**src/rtl/game_flow_ctrl.sv**
```systemverilog
// Overworld/battle game sequencer: title -> roam -> battle loop over the elite
// battles, frame-paced fades between modes, and registered mode enables.
module game_flow_ctrl #(
    parameter int          NUM_BATTLES = 5,
    parameter logic [5:0]  FADE_FRAMES = 6'd30,
    parameter logic [7:0]  ENTER       = 8'h28
) (
    input  logic       Clk,
    input  logic       Reset,
    input  logic       frame_clk,
    input  logic [7:0] keycode,
    input  logic       start_battle,
    input  logic       battle_win,
    input  logic       battle_lose,
    output logic       is_title,
    output logic       is_roam,
    output logic       is_battle,
    output logic       is_fade,
    output logic [5:0] fade_level,
    output logic [2:0] cur_battle,
    output logic       game_won,
    output logic       game_lost
);

    typedef enum logic [2:0] {
        S_TITLE,
        S_ROAM,
        S_FADE_TO_BATTLE,
        S_BATTLE,
        S_FADE_TO_ROAM,
        S_VICTORY,
        S_DEFEAT
    } state_t;

    localparam logic [2:0] LAST_BATTLE = 3'(NUM_BATTLES - 1);
    localparam logic [5:0] LAST_STEP   = FADE_FRAMES - 6'd1;

    state_t     state, state_nxt;
    logic [5:0] fade_cnt, fade_nxt;
    logic [2:0] battle_nxt;
    logic       frame_d, frame_edge;
    logic       key_armed;
    logic       enter_press;
    logic       fade_nxt_active;

    // A held ENTER fires once: the key must be seen released before it re-arms.
    assign enter_press     = (keycode == ENTER) && key_armed;
    assign fade_nxt_active = (state_nxt == S_FADE_TO_BATTLE) || (state_nxt == S_FADE_TO_ROAM);

    // NOTE: every variable gets a default first so the decode cannot infer a latch.
    always_comb begin
        state_nxt  = state;
        fade_nxt   = fade_cnt;
        battle_nxt = cur_battle;
        case (state)
            S_TITLE: begin
                if (enter_press) state_nxt = S_ROAM;
            end
            S_ROAM: begin
                if (start_battle) begin
                    state_nxt = S_FADE_TO_BATTLE;
                    fade_nxt  = 6'd0;
                end
            end
            S_FADE_TO_BATTLE, S_FADE_TO_ROAM: begin
                if (frame_edge) begin
                    if (fade_cnt == LAST_STEP) begin
                        state_nxt = (state == S_FADE_TO_BATTLE) ? S_BATTLE : S_ROAM;
                        fade_nxt  = 6'd0;
                    end else begin
                        fade_nxt = fade_cnt + 6'd1;
                    end
                end
            end
            S_BATTLE: begin
                // A loss outranks a simultaneous win.
                if (battle_lose) begin
                    state_nxt = S_DEFEAT;
                end else if (battle_win) begin
                    if (cur_battle == LAST_BATTLE) begin
                        state_nxt = S_VICTORY;
                    end else begin
                        state_nxt  = S_FADE_TO_ROAM;
                        battle_nxt = cur_battle + 3'd1;
                        fade_nxt   = 6'd0;
                    end
                end
            end
            S_VICTORY, S_DEFEAT: begin
                if (enter_press) begin
                    state_nxt  = S_TITLE;
                    battle_nxt = 3'd0;
                end
            end
            default: state_nxt = S_TITLE;
        endcase
    end

    // Outputs are decoded from the next state so they change on the same edge as the state.
    // NOTE: sequential state uses non-blocking assignments only.
    always_ff @(posedge Clk) begin
        if (Reset) begin
            state      <= S_TITLE;
            fade_cnt   <= 6'd0;
            cur_battle <= 3'd0;
            key_armed  <= 1'b0;
            frame_d    <= 1'b0;
            frame_edge <= 1'b0;
            is_title   <= 1'b1;
            is_roam    <= 1'b0;
            is_battle  <= 1'b0;
            is_fade    <= 1'b0;
            fade_level <= 6'd0;
            game_won   <= 1'b0;
            game_lost  <= 1'b0;
        end else begin
            state      <= state_nxt;
            fade_cnt   <= fade_nxt;
            cur_battle <= battle_nxt;
            key_armed  <= (keycode != ENTER);
            frame_d    <= frame_clk;
            frame_edge <= frame_clk & ~frame_d;
            is_title   <= (state_nxt == S_TITLE);
            is_roam    <= (state_nxt == S_ROAM);
            is_battle  <= (state_nxt == S_BATTLE);
            is_fade    <= fade_nxt_active;
            fade_level <= fade_nxt_active ? fade_nxt : 6'd0;
            game_won   <= (state_nxt == S_VICTORY);
            game_lost  <= (state_nxt == S_DEFEAT);
        end
    end

endmodule

```
**config.mk**
```make
export PLATFORM = sky130hd
export DESIGN_NAME = game_flow_ctrl
export DESIGN_NICKNAME = d
export VERILOG_FILES = /design/src/rtl/game_flow_ctrl.sv
export SDC_FILE = /design/constraint.sdc
export NUM_CORES = 1
export LEC_CHECK = 0
export ABC_AREA = 1
export BUFFER_PORTS_ARGS = -buffer_cell sky130_fd_sc_hd__buf_2
export CAP_MARGIN = 20
export CORE_MARGIN = 3
export CORE_UTILIZATION = 57
export DETAILED_ROUTE_END_ITERATION = 7
export GPL_TIMING_DRIVEN = 0
export PLACE_DENSITY = 0.85
export SYNTH_ARGS = -nofsm -noshare
export SYNTH_HDL_FRONTEND = slang
export SYNTH_SLANG_ARGS = --single-unit
```
**constraint.sdc**
```tcl
create_clock -name Clk -period 2.8 [get_ports Clk]
set_clock_uncertainty 0.15 [all_clocks]
set_input_delay 0.14 -clock Clk [delete_from_list [all_inputs] [get_ports Clk]]
set_output_delay 0.14 -clock Clk [all_outputs]
set_load 0.1 [all_outputs]
```
==> impl_metrics.csv <==
group,metric,value,unit
cells_and_area,final_cells,259,
power,p_sw,142.1,uW
power,swShare,23.65,%
place,dp_hpwl,2.423,mm
power,p_per_area,368.8,nW/um2
cells_and_area,drive_above_1_share,21.21,%
logic_synthesis,synth_area_leader_cell,"dfxtp_1",
clock_tree,clk_latency,0.33,ns
worst_setup_path,max_stage_delay,0.57,ns
floorplanning,die_height,54.87,um
floorplanning,die_area,3011,um2
cells_and_area,fillers,168,
logic_synthesis,synth_nets,211,
global_route,grt_max_degree,17,
floorplanning,die_w,54.87,um
drt,route.detailed.drc,0,
sta,hold_slack,-0.008082,ns
cells_and_area,n_antenna_cell,0,
sta,fmax,0.3929,GHz
clock_tree,clk_path_buf_depth,2,
clock_tree,numClockSinks,27,
place,gp_congestion,0.8689,
place,place_inst,249,
sta,fin_crit,2.545,ns
drt,ant_nets,0,
sta,hold_viol,1,
hold_path,min_path_type,"in2reg",
global_route,grt_pass1_wl,5.202,mm
logic_synthesis,syn_area,1361,um2
place,portBuffers,28,
global_route,grt_usage,23.73,%
logic_synthesis,ys_seq_elements,27,
worst_setup_path,path_class,"in2reg",
worst_setup_path,path_max_fanout,7,
floorplanning,rows,17,
sta,worstMarginPinSlew,0.4932,ns
worst_setup_path,cp_data_required_time,2.89,ns
sta,setup_tns,0,ns
run_status,outcome,"finished, violations left",
global_route,gr-total-overflow,0,
worst_setup_path,r2r_start,"cur_battle[0]",
logic_synthesis,ys.warnings.count,0,
cells_and_area,nNetsFinal,250,
power,irDropWorstVdd,364.8,uV
worst_setup_path,rr_worst_depth,8,
cells_and_area,syn_to_final_growth,19.67,%
sta,relSlewSlack,66.77,%
floorplanning,start_util,60.95,%
worst_setup_path,crit_slowest_cell,"dlygate4sd3_1",
sta,rsz0062_at_grt,"no",
clock_tree,cts_buffers,3,
global_route,grt_pass1_vias,1246,
logic_synthesis,synth_cells,193,
worst_setup_path,crit_top_cell,"dlygate4sd3_1",
worst_setup_path,rrSetupSlack,0.85,ns
worst_setup_path,timing.rr.end,"fade_cnt[5]",
floorplanning,ios,29,
clock_tree,root_buffer,"clkbuf_4",
worst_setup_path,arrival,2.63,ns
sta,finalCritPeriodShare,90.89,%
logic_synthesis,seq_area_frac_synth,39.71,%
power,power,600.7,uW
drt,vias_per_cell,5.220,
worst_setup_path,critPathLaunchType,"input port",
power,leakagePower,0.0008229,uW
power,sequentialPowerShare,64.7,%
flow_run,drv_cap,0,
floorplanning,core,2233,um2
logic_synthesis,ys_top_cells_by_area,"dfxtp_1 40%, nor2_1 9.1%, inv_1 8.5%",
power,p_clk_share,29.2,%
sta,report.final.slew_viol_count,0,
drt,dr.first_iter.drc_count,80,
global_route,antenna_found_initial,0,
hold_path,hold_start,"keycode[5]",
logic_synthesis,ys_types,24,
clock_tree,htreeDepth,1,
logic_synthesis,yosysTopAreaCellShare,39.71,%
clock_tree,path_clk_slew,0.15,ns
sta,setup_viol,0,
worst_setup_path,crit_chain,"dlygate4sd3_1, buf_2, nor2_1, dlygate4sd3_1, nand3_1, dlygate4sd3_1, nor2_2, nand3_1, nand3_2, nor2_4, nand3_4, nor2_1",
logic_synthesis,avgSynthCellArea,7.053,um2
worst_setup_path,end_kind,"register",
drt,vias,1352,
hold_path,holdPathEnd,"key_armed",
drt,firstDrtPassIters,4,
clock_tree,cts_tree,"done",
run_status,violations,"hold timing",
power,comb_power_share,6.1,%
drt,wl_per_cell,12.49,um
power,internal_power,458.6,uW
clock_tree,cts_setup_buffers,0,
drt,wl,3.235,mm
hold_path,hold-path-cell-count,4,
worst max-delay path by stage:
stage	end	cells past startpoint	slack (ns)	startpoint
floorplan	fade_cnt[4]	8	0.44	cur_battle[0]
global placement	fade_level[3]	8	0.99	cur_battle[0]
detailed placement	fade_cnt[4]	8	0.91	cur_battle[0]
CTS	key_armed	9	0.13	keycode[4]
global route	fade_level[3]	12	0.09	keycode[4]
finish	fade_level[3]	12	0.26	keycode[4]
synth_stat cells:
library cell	n
o22ai_1	1
nand3b_1	1
o2111ai_1	1
nand2_2	3
nand3_1	19
nand3_2	4
nand4_1	2
ha_1	4
xor2_1	4
xnor2_1	1
nand2_1	30
dfxtp_1	27
inv_2	4
a21oi_2	1
nor2_1	33
inv_1	31
and3_1	1
nor3_1	3
a21oi_1	8
nand3_4	1
nor2_4	2
o21ai_0	10
clkbuf_1	1
nor2_2	1
per-stage QoR:
stage | utilization, % | instance area, um2 | worst slack (ns)
finish | 72.94 | 1629 | 0.2550
global route | 72.94 | 1629 | 0.09374
detailed placement | 68.80 | 1536 | 0.9066
global placement | 68.80 | 1536 | 0.9933
CTS | 73.28 | 1637 | 0.1318
floorplan | - | 1361 | 0.4422
cell families (layout without fill, tap and decap cells):
group | after synthesis | after routing | share of synthesized area [%]
xor+xnor | 5 | 5 | 3.217
buf+inv | 36 | 74 | 9.926
fa+ha+maj | 4 | 4 | 3.677
simple gates | 100 | 100 | 35.11
compound gates | 21 | 21 | 8.365
flops | 27 | 27 | 39.71
power by group through the flow:
| stage | Sequential [uW] | Combinational, uW | Clock [uW] |
|---|---|---|---|
| after CTS | 389 | 35.4 | 172 |
| final | 389 | 36.4 | 176 |
| after global placement | 397 | 28.2 | 0 |
| after floorplan | 397 | 14.7 | 0 |
| after detailed placement | 397 | 29.5 | 0 |
| after global routing | 389 | 41.2 | 186 |
routing by layer:
| layer | global-route usage [%] | vias up | part of all wire, % | routed length (um) |
|---|---|---|---|---|
| li1 | - | 681 | - | - |
| met4 | 6.639 | 0 | 2.0 | 65 |
| met1 | 28.41 | 625 | 40 | 1284 |
| met5 | 0 | - | 0 | 0 |
| met3 | 3.270 | 9 | 4.2 | 137 |
| met2 | 43.31 | 37 | 54 | 1747 |
critical path: cells and delay by family:
family / cells / cell delay [ns]
buffers and inverters: 4 / 1.80
and+or+nand+nor: 8 / 0.70
placed cells by master (no fill, tap or decap):
master | netlist | final
a21oi_1 | 8 | 8
a21oi_2 | 1 | 1
and3_1 | 1 | 1
buf_2 | 0 | 28
clkbuf_1 | 1 | 1
clkbuf_4 | 0 | 3
clkinvlp_4 | 0 | 1
dfxtp_1 | 27 | 27
dlygate4sd3_1 | 0 | 6
ha_1 | 4 | 4
inv_1 | 31 | 31
inv_2 | 4 | 4
nand2_1 | 30 | 30
nand2_2 | 3 | 3
nand3_1 | 19 | 19
nand3_2 | 4 | 4
nand3_4 | 1 | 1
nand3b_1 | 1 | 1
nand4_1 | 2 | 2
nor2_1 | 33 | 32
nor2_2 | 1 | 2
nor2_4 | 2 | 2
nor3_1 | 3 | 3
o2111ai_1 | 1 | 1
o21ai_0 | 10 | 10
o22ai_1 | 1 | 1
xnor2_1 | 1 | 1
xor2_1 | 4 | 4
layout make-up:
cell class                 instances  area [um2]  share of cell area, %
inverter                          35       131.4                  8.065
sequential                        27       540.5                  33.18
tap                               28       35.03                  2.151
multi-input combinational        130       688.2                  42.24
clock buffer                       3       22.52                  1.382
timing repair buffer              34       200.2                  12.29
buffer                             1       3.754                 0.2304
clock inverter                     1       7.507                 0.4608
registers in the layout (all words and copies together), names as in the netlist:
register	count
fade_cnt	6
fade_level	6
cur_battle	3
state	3
frame_d	1
frame_edge	1
game_lost	1
game_won	1
is_battle	1
is_fade	1
is_roam	1
is_title	1
key_armed	1
repair_timing:
item                                    CTS  global route
hold endpoints to repair                  4             0
gates resized for setup                   0             1
hold buffers                              7             0
endpoints found under the setup margin    0             1
Note: power is estimated with default switching activity, not from simulation.
